File: config.mk
export PLATFORM = sky130hd
export DESIGN_NAME = cnt_override_arbiter
export DESIGN_NICKNAME = d
export VERILOG_FILES = /design/src/rtl/cnt_ovr_pkg.sv /design/src/rtl/rr_arbiter.sv /design/src/rtl/cnt_override_arbiter.sv
export SDC_FILE = /design/constraint.sdc
export NUM_CORES = 1
export LEC_CHECK = 0
export CAP_MARGIN = 20
export CORE_AREA = 2 2 76 107
export DETAILED_ROUTE_END_ITERATION = 12
export DIE_AREA = 0 0 78 109
export DONT_BUFFER_PORTS = 1
export PLACE_DENSITY_LB_ADDON = 0.08
export SYNTH_ARGS = -nofsm -noshare
export SYNTH_HDL_FRONTEND = slang
export SYNTH_SLANG_ARGS = --single-unit
File: constraint.sdc
create_clock -name clk -period 5.5 [get_ports clk]
set_input_delay 0 -clock clk [delete_from_list [all_inputs] [get_ports clk]]
set_output_delay 0 -clock clk [all_outputs]
set_load 0.02 [all_outputs]
File: src/rtl/cnt_ovr_pkg.sv
// Shared types for the x/y counter override arbiter: override ops, FSM states, target codes.
package cnt_ovr_pkg;

  typedef enum logic [1:0] {
    OP_HOLD  = 2'b00,
    OP_CLEAR = 2'b01,
    OP_LOAD  = 2'b10,
    OP_RSVD  = 2'b11
  } ovr_op_t;

  typedef enum logic [1:0] {
    S_IDLE   = 2'b00,
    S_ACTIVE = 2'b01,
    S_DONE   = 2'b10
  } state_t;

  localparam logic TGT_X = 1'b0;
  localparam logic TGT_Y = 1'b1;

endpackage

File: src/rtl/rr_arbiter.sv
// Combinational round-robin pick: first requester at or after ptr, wrapping around.
module rr_arbiter #(
  parameter int NREQ = 4,
  parameter int PW   = (NREQ > 1) ? $clog2(NREQ) : 1
) (
  input  logic [NREQ-1:0] req,
  input  logic [PW-1:0]   ptr,
  output logic [NREQ-1:0] pick,
  output logic [PW-1:0]   pick_idx,
  output logic            any
);

  int cand;

  always_comb begin
    pick     = '0;
    pick_idx = '0;
    any      = 1'b0;
    cand     = 0;
    for (int i = 0; i < NREQ; i++) begin
      cand = int'(ptr) + i;
      if (cand >= NREQ) cand = cand - NREQ;
      if (!any && req[cand]) begin
        any        = 1'b1;
        pick[cand] = 1'b1;
        pick_idx   = PW'(cand);
      end
    end
  end

endmodule

File: src/rtl/cnt_override_arbiter.sv
// Grants timed hold/clear/load overrides of the x/y counters one at a time, round-robin.
// All outputs are registered; with no grant both counters free-run.
module cnt_override_arbiter
  import cnt_ovr_pkg::*;
#(
  parameter int NREQ  = 4,
  parameter int W     = 4,
  parameter int DUR_W = 4
) (
  input  logic               clk,
  input  logic               reset,
  input  logic [NREQ-1:0]    req,
  input  logic [NREQ-1:0]    req_tgt,
  input  logic [2*NREQ-1:0]  req_op,
  input  logic [W*NREQ-1:0]  req_val,
  input  logic [DUR_W*NREQ-1:0] req_dur,
  output logic [NREQ-1:0]    gnt,
  output logic [NREQ-1:0]    done,
  output logic               x_inc,
  output logic               x_ld,
  output logic [W-1:0]       x_ld_val,
  output logic               y_inc,
  output logic               y_ld,
  output logic [W-1:0]       y_ld_val,
  output logic               busy,
  output state_t             dbg_state
);

  localparam int PW = (NREQ > 1) ? $clog2(NREQ) : 1;

  logic [NREQ-1:0] pick;
  logic [PW-1:0]   pick_idx;
  logic            pick_any;

  state_t          state_q, state_d;
  logic [PW-1:0]   ptr_q, ptr_d;
  logic [PW-1:0]   gidx_q, gidx_d;
  logic            tgt_q, tgt_d;
  ovr_op_t         op_q, op_d;
  logic [W-1:0]    val_q, val_d;
  logic [DUR_W-1:0] rem_q, rem_d;
  logic [NREQ-1:0] gnt_q, gnt_d;
  logic [NREQ-1:0] done_q, done_d;
  logic            busy_q, busy_d;
  logic            x_inc_q, x_inc_d, x_ld_q, x_ld_d;
  logic            y_inc_q, y_inc_d, y_ld_q, y_ld_d;
  logic [W-1:0]    x_ld_val_q, x_ld_val_d, y_ld_val_q, y_ld_val_d;

  // Request fields of the current pick, muxed with constant indices.
  logic             sel_tgt;
  logic [1:0]       sel_op;
  logic [W-1:0]     sel_val;
  logic [DUR_W-1:0] sel_dur;

  // Override being driven in the next cycle.
  logic             ov_en, ov_first, ov_tgt;
  ovr_op_t          ov_op;
  logic [W-1:0]     ov_val;
  logic             t_inc, t_ld;
  logic [W-1:0]     t_val;
  logic [PW-1:0]    ptr_next;

  rr_arbiter #(.NREQ(NREQ), .PW(PW)) u_rr (
    .req      (req),
    .ptr      (ptr_q),
    .pick     (pick),
    .pick_idx (pick_idx),
    .any      (pick_any)
  );

  always_comb begin
    sel_tgt = 1'b0;
    sel_op  = 2'b00;
    sel_val = '0;
    sel_dur = '0;
    for (int i = 0; i < NREQ; i++) begin
      if (pick_idx == PW'(i)) begin
        sel_tgt = req_tgt[i];
        sel_op  = req_op[2*i +: 2];
        sel_val = req_val[W*i +: W];
        sel_dur = req_dur[DUR_W*i +: DUR_W];
      end
    end
  end

  assign ptr_next = (gidx_q == PW'(NREQ-1)) ? '0 : gidx_q + 1'b1;

  always_comb begin
    state_d  = state_q;
    ptr_d    = ptr_q;
    gidx_d   = gidx_q;
    tgt_d    = tgt_q;
    op_d     = op_q;
    val_d    = val_q;
    rem_d    = rem_q;
    gnt_d    = '0;
    done_d   = '0;
    ov_en    = 1'b0;
    ov_first = 1'b0;
    ov_tgt   = tgt_q;
    ov_op    = op_q;
    ov_val   = val_q;
    case (state_q)
      S_IDLE: begin
        if (pick_any) begin
          state_d  = S_ACTIVE;
          gidx_d   = pick_idx;
          tgt_d    = sel_tgt;
          op_d     = ovr_op_t'(sel_op);
          val_d    = sel_val;
          rem_d    = sel_dur;
          gnt_d    = pick;
          ov_en    = 1'b1;
          ov_first = 1'b1;
          ov_tgt   = sel_tgt;
          ov_op    = ovr_op_t'(sel_op);
          ov_val   = sel_val;
        end
      end
      S_ACTIVE: begin
        // A dropped request aborts silently but still moves the pointer on.
        if (!(|(req & gnt_q))) begin
          state_d = S_IDLE;
          ptr_d   = ptr_next;
        end else if (rem_q == '0) begin
          state_d = S_DONE;
          done_d  = gnt_q;
          ptr_d   = ptr_next;
        end else begin
          rem_d = rem_q - 1'b1;
          gnt_d = gnt_q;
          ov_en = 1'b1;
        end
      end
      S_DONE:  state_d = S_IDLE;
      default: state_d = S_IDLE;
    endcase
  end

  // Per-op effect on the targeted counter; inc and ld are never both set.
  always_comb begin
    t_inc = 1'b0;
    t_ld  = 1'b0;
    t_val = '0;
    case (ov_op)
      OP_CLEAR: t_ld = 1'b1;
      OP_LOAD: begin
        t_ld  = ov_first;
        t_val = ov_first ? ov_val : '0;
      end
      default: t_inc = 1'b0;
    endcase
  end

  always_comb begin
    x_inc_d    = 1'b1;
    x_ld_d     = 1'b0;
    x_ld_val_d = '0;
    y_inc_d    = 1'b1;
    y_ld_d     = 1'b0;
    y_ld_val_d = '0;
    if (ov_en && ov_tgt == TGT_X) begin
      x_inc_d    = t_inc;
      x_ld_d     = t_ld;
      x_ld_val_d = t_val;
    end
    if (ov_en && ov_tgt == TGT_Y) begin
      y_inc_d    = t_inc;
      y_ld_d     = t_ld;
      y_ld_val_d = t_val;
    end
    busy_d = (state_d != S_IDLE);
  end

  always_ff @(posedge clk) begin
    if (reset) begin
      state_q    <= S_IDLE;
      ptr_q      <= '0;
      gidx_q     <= '0;
      tgt_q      <= TGT_X;
      op_q       <= OP_HOLD;
      val_q      <= '0;
      rem_q      <= '0;
      gnt_q      <= '0;
      done_q     <= '0;
      busy_q     <= 1'b0;
      x_inc_q    <= 1'b1;
      x_ld_q     <= 1'b0;
      x_ld_val_q <= '0;
      y_inc_q    <= 1'b1;
      y_ld_q     <= 1'b0;
      y_ld_val_q <= '0;
    end else begin
      state_q    <= state_d;
      ptr_q      <= ptr_d;
      gidx_q     <= gidx_d;
      tgt_q      <= tgt_d;
      op_q       <= op_d;
      val_q      <= val_d;
      rem_q      <= rem_d;
      gnt_q      <= gnt_d;
      done_q     <= done_d;
      busy_q     <= busy_d;
      x_inc_q    <= x_inc_d;
      x_ld_q     <= x_ld_d;
      x_ld_val_q <= x_ld_val_d;
      y_inc_q    <= y_inc_d;
      y_ld_q     <= y_ld_d;
      y_ld_val_q <= y_ld_val_d;
    end
  end

  assign gnt       = gnt_q;
  assign done      = done_q;
  assign busy      = busy_q;
  assign x_inc     = x_inc_q;
  assign x_ld      = x_ld_q;
  assign x_ld_val  = x_ld_val_q;
  assign y_inc     = y_inc_q;
  assign y_ld      = y_ld_q;
  assign y_ld_val  = y_ld_val_q;
  assign dbg_state = state_q;

endmodule

==> qor.yml, run 1 <==
die_w_um: 78
rrSetupSlack_ns: 0.85
area_growth_pct: 4.15
clk_pin_slew_ns: 0.07
port_buffers: 0
fmax_ghz: 0.215
grt_pass1_wl_um: 13700
critPathKind: "flop to flop"
gp_congestion: 0.773
fp.dieH_um: 109
post_synth.cell_area_avg_sq_um: 7.95
hpwl_um: 6440
final_layout_size_suffix_gt1_share_pct: 13.4
p_sw_share_pct: 44.3
crit_start: "ptr_q[0]"
grt.overflow.total: 0
p_leak_nw: 1.02
insertion_delay_ns: 0.29
rsz0062_at_grt: "false"
drv_slew: 0
fin_setup_tns_ns: 0
synth.yosys.seq_area_share_pct: 23.5
clockPowerShare_pct: 17.8
synth_nets: 422
hold_viol_final: 0
drt_first_pass_iters: 4
relSlewSlack_pct: 38.8
wl_per_cell_um: 19.5
seqPwrFrac_pct: 30.8
power_density_nw_per_um2: 358
multiInputGateArea_sq_um: 2030
die-area_sq_um: 8500
fill_cells: 816
ios: 73
initialDrtViolationCount: 184
hold_path.class: "input port to flop"
track_usage_pct: 20.6
initial_core_util_pct: 38.1
report.final.setup_viol: 0
synth_top_cell_area_share_pct: 23.5
ant_nets: 0
core_sq_um: 7610
vdd_drop_max_uv: 130
wl_um: 8770
rows: 38
synth_seq_cells: 34
via_per_inst: 6.07
p_sw_w: 0.000478
vias: 2732
cts_resized: 0
drcViolationCount: 0
cp_data_arrival_time_ns: 4.88
cts-htree-levels: 2
synth.cell_area_sq_um: 2900
grt_pass1_vias: 2577
cts_buffer_depth: 2
end_kind: "flop"
holdWs_ns: 0.0215
min_period_ns: 4.65
antenna_found_initial: 0
numCtsBuffers: 5
cts-root-buf: "clkbuf_8"
synth_common_cells: "nor2_1, dfxtp_1, a21oi_1"
p_comb_share_pct: 51.4
period_share_pct: 84.6
diodes: 0
grt_max_degree: 43
final_cells: 450
ys.flop_type: "dfxtp_1"
ff_latch_area_sq_um: 682
worst_r2r_startpoint: "ptr_q[0]"
yosysTopAreaCell: "dfxtp_1"
cts_tree: "yes"
syn_inst: 364
critPathLaunchType: "flop"
critPathRequiredTime_ns: 5.73
synthDistinctLibCells: 72
fin_nets: 407
async_flop_share_pct: 0
intPower_w: 0.000602
synth_warnings: 0
status: "completed"
cts.sinks: 34
critPathMaxFanout: 22
fin_skew_ns: 0.00747
min_from: "reset"
dp_cells: 437
synth_most_common_cell: "nor2_1"
synth_area_leaders: "dfxtp_1, nor2_1, a21oi_1"
cap_violations: 0
synth-edff-count: 0
tightestPinTransition_ns: 0.912
-- kinds of logic (layout without fill, tap and decap cells) --
logic type               Yosys count  after routing  share of synthesized area [%]
AO/OA/AOI/OAI                    120            120                           33.2
adder cells (fa/ha/maj)            8              8                           3.46
buffers and inverters             36             22                           6.53
flip-flops                        34             34                           23.5
multiplexers                      17             17                           7.78
AND/OR/NAND/NOR                  149            149                           25.5
-- final timing paths --
check / end / cells after the start
worst max-delay path: x_ld / 12
worst min-delay path: rem_q[3] / 3
worst max register to register: x_ld / 12
worst min register to register: gidx_q[1] / 2
-- placed cells by master (no fill, tap or decap), types with 5 or more instances in the layout --
cell / n
a22oi_1: 16
nand2_1: 16
nor3_1: 11
and2_1: 6
dlygate4sd3_1: 5
dfxtp_1: 33
nand3_1: 10
clkbuf_8: 6
a221oi_2: 6
ha_1: 8
or3_1: 9
o21ai_0: 19
nor2_1: 62
mux2i_1: 9
inv_1: 6
a21oi_1: 25
nand2b_1: 7
-- power groups by stage --
stage / clock network [W] / registers, W / logic [W]
after global placement: 0 / 0.000339 / 0.000541
after detailed placement: 0 / 0.000339 / 0.000543
final: 0.000192 / 0.000333 / 0.000555
after global routing: 0.000207 / 0.000338 / 0.000617
after CTS: 0.000200 / 0.000334 / 0.000552
after floorplan: 0 / 0.000323 / 0.000470
-- through the flow --
step | instance area [sq um] | worst slack, ns | power (W) | util [%]
after floorplan | 2900 | 1.61 | 0.000793 | -
after global placement | 2870 | 0.978 | 0.000880 | 37.8
after detailed placement | 2870 | 0.886 | 0.000882 | 37.8
after CTS | 3020 | 0.841 | 0.00109 | 39.6
after global routing | 3020 | 0.499 | 0.00116 | 39.6
final | 3020 | 0.849 | 0.00108 | 39.6
-- per-layer routing --
| metal | share of wire [%] | routed length, um | track usage (%) |
|---|---|---|---|
| met1 | 43 | 3750 | 26.9 |
| met2 | 49 | 4280 | 32.8 |
| met3 | 7.2 | 632 | 5.63 |
| met4 | 1.2 | 101 | 7.52 |
| met5 | 0 | 0 | 0 |
-- repair_timing --
action / 4_1_cts / 5_1_grt
buffers inserted: 0 / 0
endpoints found under the hold margin: 20 / 0
hold buffers: 5 / 0
-- critical path: stages (launching register included) --
cell and delay (ns):
dfxtp_2 0.62, inv_2 0.28, ha_1 0.70, mux4_2 0.77, nor2b_4 0.38, nor2_2 0.22
mux2_2 0.29, a22oi_1 0.05, and4_1 0.25, or2_1 0.23, ha_1 0.29, or3_1 0.38
nor2b_1 0.10
-- layout make-up --
| type | instances | share of cell area, % |
|---|---|---|
| timing repair buffer | 7 | 2.16 |
| clock buffer | 7 | 2.86 |
| clock inverter | 1 | 0.166 |
| sequential | 34 | 22.6 |
| tap | 100 | 4.15 |
| multi-input combinational | 294 | 67.2 |
| inverter | 7 | 0.871 |
-- sequential cells by signal, summed over array words and instances, names as in the netlist --
name and cells:
busy 1, gnt 4, x_inc 1, y_ld 1
done 4, rem_q 4, y_ld_val 4, dbg_state 2
x_ld_val 4, op_q 2, y_inc 1, x_ld 1
ptr_q 2, tgt_q 1, gidx_q 2
Power figures use the tool's default switching activity.
==> inputs of run 2 (changes only) <==
- clock period: 5.5 -> 4.6 ns (I/O delays scaled with it)
==> run 2 against run 1 <==
  * Via count is 0.70% lower
  * Global-route usage increased by 0.33 points
  * Routed wire length increased by 0.15%
  * Die area unchanged
  * Highest routed layer unchanged
  * First-iteration DRC count down 4.3%
  * Design area up 1.2%
  * Sequential share of layout area is 0.28 points lower
  * Clock skew up 0.0031 ns
==> qor.yml, run 2 (synthesis gave the netlist of run 1 again) <==
cpMostUsedCell: "ha_1"
fmax_ghz: 0.254  # +18%
critPathLaunchType: "flop"
min_period_ns: 3.94  # -0.706 ns
grt_pass1_vias: 2492  # -3.3%
cts_tree: "yes"
ctsHoldBuffers: 4  # -1
gp_congestion: 0.755  # -2.3%
port_buffers: 0  # unchanged
wl_um: 8780  # +0.15%
cts_setup_buffers: 0  # unchanged
final_layout_size_suffix_gt1_share_pct: 14.7  # +1.3 points
clockPowerShare_pct: 20.6  # +2.8 points
fin_nets: 410  # +0.74%
grt_max_degree: 49  # +14%
cap_violations: 0  # unchanged
drv_slew: 0  # unchanged
hold_viol_final: 0  # unchanged
p_sw_share_pct: 43.3  # -0.96 points
critPathMaxStageDelay_ns: 0.71  # -0.06 ns
final_cell_mix: "nor2_1, dfxtp_1, a21oi_1, o21ai_0"
cts_resized: 0  # unchanged
core_sq_um: 7610  # unchanged
clk_pin_slew_ns: 0.08  # about the same
track_usage_pct: 21.0  # +0.33 points
grt.overflow.total: 0  # unchanged
fin_setup_tns_ns: 0  # unchanged
status: "completed"
insertion_delay_ns: 0.30  # about the same
p_comb_share_pct: 50.4  # -1.0 points
cp_cell_sequence: "inv_1 > ha_1 > mux4_2 > nor2b_4 > nor2_2 > mux2_2 > a22oi_1 > and4_1 > or2_1 > ha_1 > or3_1 > nor2b_1"
fp.dieH_um: 109  # unchanged
initialDrtViolationCount: 176  # -4.3%
vdd_drop_max_uv: 262  # +100%
cts-root-buf: "clkbuf_8"
report.final.setup_viol: 0  # unchanged
die-area_sq_um: 8500  # unchanged
p_leak_nw: 1.05  # +2.3%
cts-htree-levels: 2  # unchanged
initial_core_util_pct: 38.1  # unchanged
via_per_inst: 5.99  # -1.4%
fin_skew_ns: 0.0106  # +0.00308 ns
antenna_found_initial: 0  # unchanged
diodes: 0  # unchanged
numCtsBuffers: 5  # unchanged
seqPwrFrac_pct: 29.0  # -1.8 points
cts.sinks: 34  # unchanged
finalPower_w: 0.00135  # +25%
hold_path.class: "input port to flop"
area_growth_pct: 5.45
rows: 38  # unchanged
p_sw_w: 0.000583  # +22%
drcViolationCount: 0  # unchanged
critPathKind: "flop to flop"
ios: 73  # unchanged
intPower_w: 0.000763  # +27%
critPathRequiredTime_ns: 4.83  # -0.90 ns
ant_nets: 0  # unchanged
critPathMaxFanout: 17  # -23%
end_kind: "flop"
vias: 2713  # -0.70%
power_density_nw_per_um2: 441  # +23%
cts_buffer_depth: 2  # unchanged
drt_first_pass_iters: 4  # unchanged
relSlewSlack_pct: 44.6  # +5.8 points
wl_per_cell_um: 19.4  # -0.51%
tightestPinTransition_ns: 0.825  # -0.0870 ns
grt_pass1_wl_um: 13800  # +0.71%
period_share_pct: 85.8  # +1.2 points
mostFrequentLayoutCell: "nor2_1"
rsz0062_at_grt: "false"
crit_slowest_cell: "mux4_2"
hpwl_um: 6480  # +0.72%
cp_data_arrival_time_ns: 4.18  # -0.70 ns
die_w_um: 78  # unchanged
run 2: cell type report:
type	count	area (sq um)
Sequential cell	34	682
Inverter	7	26.3
Clock buffer	5	68.8
Timing Repair Buffer	10	85.1
Tap cell	100	125
Multi-Input combinational cell	294	2030
Clock inverter	3	40.0
Fill cell	820	4550
run 2: path summary, 6_finish.rpt:
kind / startpoint / endpoint / slack [ns] / cells after the start
hold / removal: req_dur[12] / rem_q[0] / 0.02 / 3
setup reg to reg: ptr_q[1] / x_ld / 0.66 / 12
hold reg to reg: gidx_q[1] / gidx_q[1] / 0.46 / 2
setup / recovery: ptr_q[1] / x_ld / 0.66 / 12
run 2: per-layer routing:
| metal | vias up | global-route usage [%] | share of wire, % |
|---|---|---|---|
| met4 | 0 | 6.77 | 1.4 |
| met5 | - | 0 | 0 |
| met2 | 71 | 33.7 | 48 |
| met1 | 1295 | 28.3 | 45 |
| li1 | 1341 | - | - |
| met3 | 6 | 4.14 | 5.5 |
run 2: power groups by stage:
stage	clock [W]	sequential [W]	combinational (W)
5_1_grt	0.000293	0.000396	0.000758
6_report	0.000277	0.000390	0.000679
3_3_place_gp	0	0.000398	0.000669
4_1_cts	0.000282	0.000391	0.000680
3_5_place_dp	0	0.000398	0.000671
2_1_floorplan	0	0.000386	0.000562
run 2: worst max-delay path: cells and delay by family (launching register included):
kind                     cells  cell delay [ns]
AND/OR/NAND/NOR              6             1.59
adder cells (fa/ha/maj)      2             0.62
AO/OA/AOI/OAI                1             0.05
flip-flops                   1             0.48
buffers and inverters        1             0.15
multiplexers                 2             0.98
run 2: stage by stage:
stage / std cells / hold WS [ns] / area (sq um) / utilization [%] / setup WS, ns
4_1_cts: 453 / 0.0162 / 3050 / 40.1 / 0.661
2_1_floorplan: 364 / 0.102 / 2900 / - / 0.706
3_5_place_dp: 441 / 0.0735 / 2900 / 38.2 / 0.701
6_report: 453 / 0.0232 / 3050 / 40.1 / 0.656
3_3_place_gp: 441 / 0.0722 / 2900 / 38.2 / 0.775
5_1_grt: 453 / 0.0218 / 3050 / 40.1 / 0.390
